<file path="src/rtl/audio_pkg.sv">
// Shared audio definitions: default sample width, receiver state encoding and
// the bit-counter sizing rule.
package audio_pkg;

  localparam int I2S_SAMPLE_BITS   = 24;
  localparam int I2S_MAX_SLOT_BITS = 64;

  typedef enum logic [1:0] {
    IDLE,
    LEFT,
    RIGHT
  } rx_state_t;

  // Counter must be able to hold MAX_SLOT_BITS itself, hence the extra bit.
  function automatic int cnt_width(input int max_slot_bits);
    return $clog2(max_slot_bits) + 1;
  endfunction

endpackage

</file>
<file path="src/rtl/i2s_sync_edge.sv">
// Synchronises LRCK/BCK/DATA into clk and emits a registered one-cycle pulse per
// BCK rising edge, with LRCK and DATA captured from the same synchronised stage.
module i2s_sync_edge #(
  parameter int SYNC_STAGES = 2
) (
  input  logic clk,
  input  logic rst,
  input  logic lrck,
  input  logic bck,
  input  logic data,
  output logic bck_rise,
  output logic lrck_smp,
  output logic data_smp
);

  logic [SYNC_STAGES-1:0] lrck_sync;
  logic [SYNC_STAGES-1:0] bck_sync;
  logic [SYNC_STAGES-1:0] data_sync;
  logic                   bck_prev;
  logic                   rise_now;

  assign rise_now = bck_sync[SYNC_STAGES-1] & ~bck_prev;

  always_ff @(posedge clk) begin
    if (rst) begin
      lrck_sync <= '0;
      bck_sync  <= '0;
      data_sync <= '0;
      bck_prev  <= 1'b0;
      bck_rise  <= 1'b0;
    end else begin
      lrck_sync <= {lrck_sync[SYNC_STAGES-2:0], lrck};
      bck_sync  <= {bck_sync[SYNC_STAGES-2:0], bck};
      data_sync <= {data_sync[SYNC_STAGES-2:0], data};
      bck_prev  <= bck_sync[SYNC_STAGES-1];
      bck_rise  <= rise_now;
    end
  end

  // Sample registers move only on a detected rise, so they need no reset.
  always_ff @(posedge clk) begin
    if (rise_now) begin
      lrck_smp <= lrck_sync[SYNC_STAGES-1];
      data_smp <= data_sync[SYNC_STAGES-1];
    end
  end

endmodule

</file>
<file path="src/rtl/i2s_rx.sv">
// Philips I2S receiver: deserialises left/right words, tracks frame alignment
// and hands complete sample pairs to the consumer through a valid/ack handshake.
module i2s_rx
  import audio_pkg::*;
#(
  parameter int SAMPLE_BITS   = I2S_SAMPLE_BITS,
  parameter int SYNC_STAGES   = 2,
  parameter int MAX_SLOT_BITS = I2S_MAX_SLOT_BITS
) (
  input  logic                   clk,
  input  logic                   rst,
  input  logic                   i2s_lrck,
  input  logic                   i2s_bck,
  input  logic                   i2s_data,
  output logic [SAMPLE_BITS-1:0] left_data,
  output logic [SAMPLE_BITS-1:0] right_data,
  output logic                   sample_valid,
  input  logic                   sample_ack,
  output logic                   locked,
  output logic                   overrun,
  output logic                   frame_error,
  input  logic                   status_clear
);

  localparam int               CNT_W = cnt_width(MAX_SLOT_BITS);
  localparam logic [CNT_W-1:0] SB_C  = CNT_W'(SAMPLE_BITS);
  localparam logic [CNT_W-1:0] MAX_C = CNT_W'(MAX_SLOT_BITS);

  logic bck_rise_p1;
  logic lrck_p1;
  logic data_p1;

  i2s_sync_edge #(
    .SYNC_STAGES(SYNC_STAGES)
  ) u_sync (
    .clk      (clk),
    .rst      (rst),
    .lrck     (i2s_lrck),
    .bck      (i2s_bck),
    .data     (i2s_data),
    .bck_rise (bck_rise_p1),
    .lrck_smp (lrck_p1),
    .data_smp (data_p1)
  );

  rx_state_t              state;
  logic                   prev_lrck;
  logic [CNT_W-1:0]       bit_cnt;
  logic [SAMPLE_BITS-1:0] shift_reg;
  logic [SAMPLE_BITS-1:0] hold_left;

  // Short words sit MSB-aligned with zero-filled low bits.
  function automatic logic [SAMPLE_BITS-1:0] justify(input logic [SAMPLE_BITS-1:0] word,
                                                      input logic [CNT_W-1:0] n);
    if (n >= SB_C) return word;
    return word << (SB_C - n);
  endfunction

  logic lr_change;
  logic shift_bit;
  logic slot_full;
  logic frame_err_evt;
  logic publish;
  logic overrun_evt;

  assign lr_change     = bck_rise_p1 && (lrck_p1 != prev_lrck);
  assign shift_bit     = bck_rise_p1 && (lrck_p1 == prev_lrck);
  assign slot_full     = shift_bit && (state != IDLE) && (bit_cnt == MAX_C - 1'b1);
  assign frame_err_evt = (lr_change && (state != IDLE) && (bit_cnt == '0)) || slot_full;
  assign publish       = lr_change && (state == RIGHT) && (bit_cnt != '0);
  assign overrun_evt   = publish && sample_valid && !sample_ack;

  always_ff @(posedge clk) begin
    if (rst) begin
      state        <= IDLE;
      prev_lrck    <= 1'b0;
      bit_cnt      <= '0;
      shift_reg    <= '0;
      hold_left    <= '0;
      left_data    <= '0;
      right_data   <= '0;
      sample_valid <= 1'b0;
      locked       <= 1'b0;
      overrun      <= 1'b0;
      frame_error  <= 1'b0;
    end else begin
      if (status_clear) begin
        overrun     <= 1'b0;
        frame_error <= 1'b0;
      end
      if (overrun_evt) overrun <= 1'b1;

      if (frame_err_evt) begin
        frame_error <= 1'b1;
        locked      <= 1'b0;
        state       <= IDLE;
        hold_left   <= '0;
      end

      // A publish beats a coincident ack so the new pair is never lost.
      if (publish) begin
        left_data    <= hold_left;
        right_data   <= justify(shift_reg, bit_cnt);
        sample_valid <= 1'b1;
      end else if (sample_ack) begin
        sample_valid <= 1'b0;
      end

      if (bck_rise_p1) prev_lrck <= lrck_p1;

      if (lr_change) begin
        bit_cnt   <= '0;
        shift_reg <= '0;
        if (!frame_err_evt) begin
          case (state)
            IDLE:    if (!lrck_p1) state <= LEFT;
            LEFT: begin
              hold_left <= justify(shift_reg, bit_cnt);
              locked    <= 1'b1;
              state     <= RIGHT;
            end
            RIGHT:   state <= LEFT;
            default: state <= IDLE;
          endcase
        end
      end else if (shift_bit) begin
        if (bit_cnt < SB_C) shift_reg <= {shift_reg[SAMPLE_BITS-2:0], data_p1};
        if (bit_cnt < MAX_C) bit_cnt <= bit_cnt + 1'b1;
      end
    end
  end

endmodule

</file>
<file path="config.mk">
export PLATFORM = sky130hd
export DESIGN_NAME = i2s_rx
export DESIGN_NICKNAME = d
export VERILOG_FILES = /design/src/rtl/audio_pkg.sv /design/src/rtl/i2s_sync_edge.sv /design/src/rtl/i2s_rx.sv
export SDC_FILE = /design/constraint.sdc
export NUM_CORES = 1
export LEC_CHECK = 0
export BUFFER_PORTS_ARGS = -buffer_cell sky130_fd_sc_hd__buf_2
export CAP_MARGIN = 25
export CORE_UTILIZATION = 29
export CTS_BUF_LIST = sky130_fd_sc_hd__clkbuf_16
export DETAILED_ROUTE_END_ITERATION = 8
export PLACE_DENSITY_LB_ADDON = 0.1
export SKIP_LAST_GASP = 1
export SYNTH_ARGS = -nofsm -noshare
export SYNTH_HDL_FRONTEND = slang
export SYNTH_SLANG_ARGS = --single-unit
</file>
<file path="constraint.sdc">
create_clock -name clk -period 3.3 [get_ports clk]
set_input_delay 0.66 -clock clk [delete_from_list [all_inputs] [get_ports clk]]
set_output_delay 0.66 -clock clk [all_outputs]
set_load 0.01 [all_outputs]
</file>
# ---- Word level (Yosys, flattened, before mapping)
# Cells that the tools add are included.
dict set report op_classes {
  add_sub_neg 2
  n_lt_le_gt_ge 3
  eq_ne 5
  shift 1
  muxes 28
  bitwise_logic 2
  reduce_logical 22
}
# operator count
set ops {}
lappend ops {{$mux 24} 7}
lappend ops {{$shl 24x7->24} 1}
lappend ops {{$mux 1} 16}
lappend ops {{$logic_and 1x1->1} 10}
lappend ops {{$mux 2} 4}
lappend ops {{$reduce_bool 2->1} 4}
lappend ops {{$add 7x1->7 const B} 1}
lappend ops {{$eq 7x6->1 const B} 1}
lappend ops {{$ge 7x5->1 const B} 1}
lappend ops {{$logic_not 7->1} 1}
lappend ops {{$lt 7x5->1 const B} 1}
lappend ops {{$lt 7x7->1 const B} 1}
lappend ops {{$reduce_bool 7->1} 1}
lappend ops {{$sub 5x7->7 const A} 1}
lappend ops {{$pmux 2 s3} 1}
lappend ops {{$reduce_and 2->1} 2}
lappend ops {{$eq 2x1->1 const B} 1}
lappend ops {{$eq 2x2->1 const B} 1}
lappend ops {{$logic_not 2->1} 1}
lappend ops {{$reduce_or 2->1} 1}
lappend ops {{$and 1x1->1} 1}
lappend ops {{$eq 1x1->1} 1}
lappend ops {{$logic_not 1->1} 1}
lappend ops {{$logic_or 1x1->1} 1}
lappend ops {{2 further kinds} 2}
dict set report word_totals {
  reg_bits 120
  input_bits 7
}

# ---- Longest topological paths before layout
dict set report depth {
  ltp_word 12
  depth_mapped 13
  mapped_depth_nobuf 8
}

# ---- Hierarchy
# From an unflattened synthesis, not the netlist that was laid out.
dict set report unflattened {
  cells_unflattened 691
  area_unflattened_um2 6193.4
}
# mod n_inst cells_per_inst area_per_inst_um2 seq_area_each_um2
set modules_own_cells {}
lappend modules_own_cells {i2s_rx 1 672 5910.7 2202.1}
lappend modules_own_cells {i2s_sync_edge 1 19 282.8 220.2}

# ---- Worst setup path before layout
# No wires, ideal clock.
dict set report synth_path {
  kind {flip-flop to flip-flop}
  start {register bit_cnt[0]}
  end {register right_data[13]}
  t_arrival_ps 2529
  required_ps 3237
  path_slack_ps 708
  stages_incl_launch_ff 13
  n_path_buf 4
  period_less_slack_ps 2592
  cell_sequence {dfxtp_1 -> buf_6 -> buf_12 -> inv_1 -> ha_1 -> buf_4 -> xor2_4 -> buf_12 -> mux2_2 -> mux4_2 -> o211ai_2 -> o21ai_1 -> nor2_2}
}
dict set report synth_between {
  elab_chain_cells 5
  word_cells_on_any_way 9
  cone_classes {add/sub (1); order compare (1); shift (1); mux (4); reduce/logical (2)}
}
# item line
set synth_rtl {}
lappend synth_rtl {{from (decl)} i2s_rx.sv:48} ;# logic [CNT_W-1:0] bit_cnt;
lappend synth_rtl {{from (signal assigned)} i2s_rx.sv:128} ;# if (bit_cnt < MAX_C) bit_cnt <= bit_cnt + 1'b1;
lappend synth_rtl {{branches (longest 5 deep; another with $sub 5x7->7)} --}
lappend synth_rtl {{to (signal assigned)} i2s_rx.sv:103} ;# right_data <= justify(shift_reg, bit_cnt);
lappend synth_rtl {{to (decl)} i2s_rx.sv:16} ;# output logic [SAMPLE_BITS-1:0] right_data,
# Parallel ways; which one is timed is not known. The select of a mux whose other input is x is not followed.
# A chain may end at the register's enable or synchronous reset.

# ---- Worst setup path after layout
dict set report layout_path {
  start {register bit_cnt[1]}
  end {register hold_left[19]}
}
dict set report layout_between {
  elab_chain_cells 10
  word_cells_on_any_way 18
  cone_classes {add/sub (1); order compare (1); eq/ne (1); shift (1); mux (10); reduce/logical (4)}
}
# item line
set layout_rtl {}
lappend layout_rtl {{branches (longest 9 deep; another with $sub 5x7->7)} --}
lappend layout_rtl {{$mux 24 (*)} i2s_rx.sv:111} ;# if (lr_change) begin
lappend layout_rtl {{to (signal assigned)} i2s_rx.sv:118} ;# hold_left <= justify(shift_reg, bit_cnt);
lappend layout_rtl {{to (decl)} i2s_rx.sv:50} ;# logic [SAMPLE_BITS-1:0] hold_left;
# Mark *: on every way between the ends. The select of a mux whose other input is x is not followed.

==> impl_results.md <==
- Largest net degree at the start of global routing: 47
- Synth top area cells: dfxtp_1 (39%), nand2_1 (7.8%), mux2i_1 (6.6%), a21oi_1 (5.6%), mux4_2 (5.6%)
- CTS root buf: clkbuf_16
- Largest family of logic cells by synthesized area: simple AND/OR/NAND/NOR gates
- Routed Antenna Nets: 0
- DP Wirelength: around 14000 um
- Hold-critical path endpoint: u_sync.data_smp
- Clock Sinks: 120
- Storage cell area: about 2400 um^2
- Sw Ratio: about 23%
- Layout cell share with drive strength beyond 1: between 20% and 30%
- Gate power share: ~2.1%
- Antenna cells: 0
- Crit path max fanout: 9
- Final Util: approximately a third
- Total Routing Usage GR: 18.1%
- Clock Power Share: between 50% and 60%
- Clock tree buffer depth: 2
- DRT Pass-1 Iters: 5
- Yosys top cell by area: dfxtp_1
- Starting Density: 29.8%
- Post-CTS Hold Buffers: 0
- Worst hold path startpoint: u_sync.data_sync[1]
- Syn nets: 688
- Post-synthesis compound-gate area fraction: 16.4%
- Post-route DRC: 0
- Crit path kind: flip-flop to flip-flop
- CP max-delay cell: nor4_1
- Synth-to-Final Area Change: 18.7%
- Vias in the first global route: roughly 5.1k
- Peak supply drop: ~280 uV
- Pins Over Slew Limit: 0
- Post-Synthesis Cells: around 680
- Final Setup Violations: 0
- P_sw: around 0.77 mW
- Clk_lat worst skew: approximately 0.42 ns
- Yosys warnings: 0
- Max Fclk: approximately 340 MHz
- Post-synth EDFFs: 2
- Die ar.: around 21000 um^2
- Max cap viols: 0
- Hold Path Depth: 0
- Worst-Margin Slew: slightly below 0.8 ns
- Mapped Area: between 6000 and 7000 um^2
- Mux cell area share after synthesis: between 10% and 20%
- H-tree depth: 4
- Initial drt markers: ~250
- Resized cells post-CTS: 0
- Worst-path clk slew: 0.06 ns
- R2R cell count: 8
- Final Wtd Congestion: roughly 0.88
- Vias per std cell: 5.07
- Core area: 20300 um^2
- Via count: ~5.1k
- Buffers on Ports: between 50 and 60
- Final-layout fill cell count: approximately 2.1k
- Initial antenna violation count: 0
- Endpoints failing hold: 0
- WL per Instance: 18.2 um
- Share of the synthesized area in the top cell type: between 30% and 40%
- Net count, final: 738
- Cell Int Power: between 2 and 3 mW
- Status: complete, no violations
- Die Ht: between 100 and 150 um
- Die Width: 146 um
- R2R Path Start: bit_cnt[1]
- Global route overflow: 0
- Clock period minus worst slack: approximately 3 ns
- Setup TNS after final layout: 0 ns
- PwrDens: roughly 480 nW/um^2
- Sequential share of power: a little over two fifths
- Synthesized flop and latch total: 120
- Crit path DAT: around 3.2 ns
- Period utilisation layout: roughly nine tenths
- Yosys cell types: 70
- Post-Synth Adder-Cell Area: 0.414%
- Post-CTS Setup Repair Bufs: 0
- Hold Crit Class: flip-flop to flip-flop
- Area of the multi-input gates: approximately 3300 um^2
- Crit path capture type: flip-flop
- Post-synth top flop: dfxtp_1
- Placed insts: 980
- Unrepaired setup endpoints after global routing: false
- Fin Clk Skew: ~0.0071 ns
- TritonCTS buffer count: 17
- DRT Wirelength: between 15000 and 20000 um
- Required time worst endpoint: 3.57 ns
- Sequential area share after synthesis: approximately 40%
- Worst slew margin: 47.0%
- R2r endpoint: hold_left[19]
- First-pass GRT wire length: between 20000 and 30000 um
- CP peak stage delay: 0.60 ns
- Share of synthesized registers carrying an async set or reset: 0%
- TritonCTS clock tree: done
- Site Rows: 52
- Critical path launch point type: flip-flop
- Largest delay share family, worst path: multiplexers
- CP Cell Sequence: inv_1 > ha_1 > buf_4 > mux2i_1 > mux4_2 > nor3_1 > nor4_1 > o22ai_1
- Leakage: between 2 and 2.5 nW
- Cell Count, Final, Fillers Out: 1011
- Syn_area_per_cell: between 8 and 9 um^2
- Top Ports: about 60
- Hold WS: about 0.4 ns
- Buffers & Inverters on Critical Path: 2
- Post-Synth XOR/XNOR Area: 2.57%
- Fraction of the mapped netlist area in simple logic gates: 20.8%
- Reg-to-reg slack, setup: 0.33 ns
-- power by group through the flow --
stage	Sequential, mW	Combinational (mW)	Clock [mW]
2_1_floorplan	1.49	0.0544	0
3_3_place_gp	1.49	0.0712	0
3_5_place_dp	1.49	0.0731	0
4_1_cts	1.46	0.0734	1.92
5_1_grt	1.46	0.0799	2.00
6_report	1.46	0.0729	1.88
-- per-layer routing --
metal	wire (um)	track usage [%]	vias to the layer above
met5	0	0	-
met4	319	6.98	0
met3	649	3.53	23
met2	8200	27.7	110
met1	9220	25.1	2463
li1	-	-	2531
-- layout by cell type, fill, tap and decap left out, types with 5 or more instances in the layout --
cell type	count
o22ai_1	8
inv_1	6
nor4_1	7
nand2b_1	11
dfxtp_1	118
o21ai_0	7
a211oi_1	18
mux2i_1	40
mux2_2	10
nand2_1	125
nor3_1	28
nand3_1	6
clkbuf_16	18
buf_4	25
a21oi_1	67
o2bb2ai_1	13
nor2_1	56
o21ai_1	5
xnor2_1	6
nor2b_1	10
buf_2	58
mux4_2	15
-- synthesized netlist by cell type, types with 2 or more instances --
cell type and instances:
or3_1 3, or4_1 2, nor3_1 28, o21ai_0 7
a211oi_2 2, xnor2_2 3, a22o_1 3, nor3_2 2
xor2_1 3, a22oi_1 2, nand2_1 125, o22ai_1 8
a211oi_1 18, buf_2 18, buf_4 3, ha_1 2
a221oi_1 2, mux4_2 15, a21o_1 2, buf_12 3
nor2_1 56, nand3_1 6, a21oi_1 68, o31ai_1 2
clkbuf_1 25, edfxtp_1 2, o2bb2ai_1 13, dfxtp_1 118
nor4_1 7, or2_2 3, buf_6 3, nor2b_1 10
a311oi_1 2, and3_1 2, inv_1 6, xnor2_1 6
o21ai_1 5, mux2i_1 40, nand2b_1 11, a31oi_1 2
mux2_2 10, nand3b_1 3
-- final cells by class --
type | instances | share of cell area, %
Tap cell | 270 | 4.71
Sequential cell | 120 | 33.8
Multi-Input combinational cell | 500 | 46.0
Timing Repair Buffer | 84 | 6.94
Clock buffer | 18 | 6.28
Clock inverter | 13 | 1.99
Inverter | 6 | 0.314
-- kinds of logic (layout without fill, tap and decap cells) --
group                      Yosys count  in the layout
AOI/OAI and AO/OA                  149            149
xor gates and xnor gates            13             13
adders and majority gates            2              2
buffers and inverters               59            121
DFF                                120            120
muxes                               66             66
and+or+nand+nor                    270            270
-- stage by stage --
| step | cell area, um^2 | setup WS, ns | power [mW] |
|---|---|---|---|
| 6_report | 7170 | 0.327 | 3.41 |
| 5_1_grt | 7170 | 0.154 | 3.54 |
| 4_1_cts | 7170 | 0.348 | 3.45 |
| 3_5_place_dp | 6580 | 0.360 | 1.57 |
| 3_3_place_gp | 6570 | 0.397 | 1.57 |
| 2_1_floorplan | 6040 | 0.708 | 1.55 |
-- worst register-to-register path: cells and delay by family, from the launching register on --
family                   cells  cell delay, ns
adder cells (fa/ha/maj)      1            0.51
flip-flops                   1            0.50
buffers and inverters        2            0.32
AO/OA/AOI/OAI                1            0.17
AND/OR/NAND/NOR              2            0.66
multiplexers                 2            0.67
-- how the worst max path moves through the flow --
| stage | from | to | slack, ns | cells after the start |
|---|---|---|---|---|
| 5_1_grt | bit_cnt[1] | right_data[17] | 0.15 | 8 |
| 4_1_cts | bit_cnt[1] | hold_left[19] | 0.35 | 8 |
| 3_5_place_dp | bit_cnt[1] | hold_left[19] | 0.36 | 8 |
| 2_1_floorplan | bit_cnt[0] | right_data[13] | 0.71 | 12 |
| 6_report | bit_cnt[1] | hold_left[19] | 0.33 | 8 |
| 3_3_place_gp | bit_cnt[1] | hold_left[19] | 0.40 | 8 |
(Power assumes the default switching activity.)
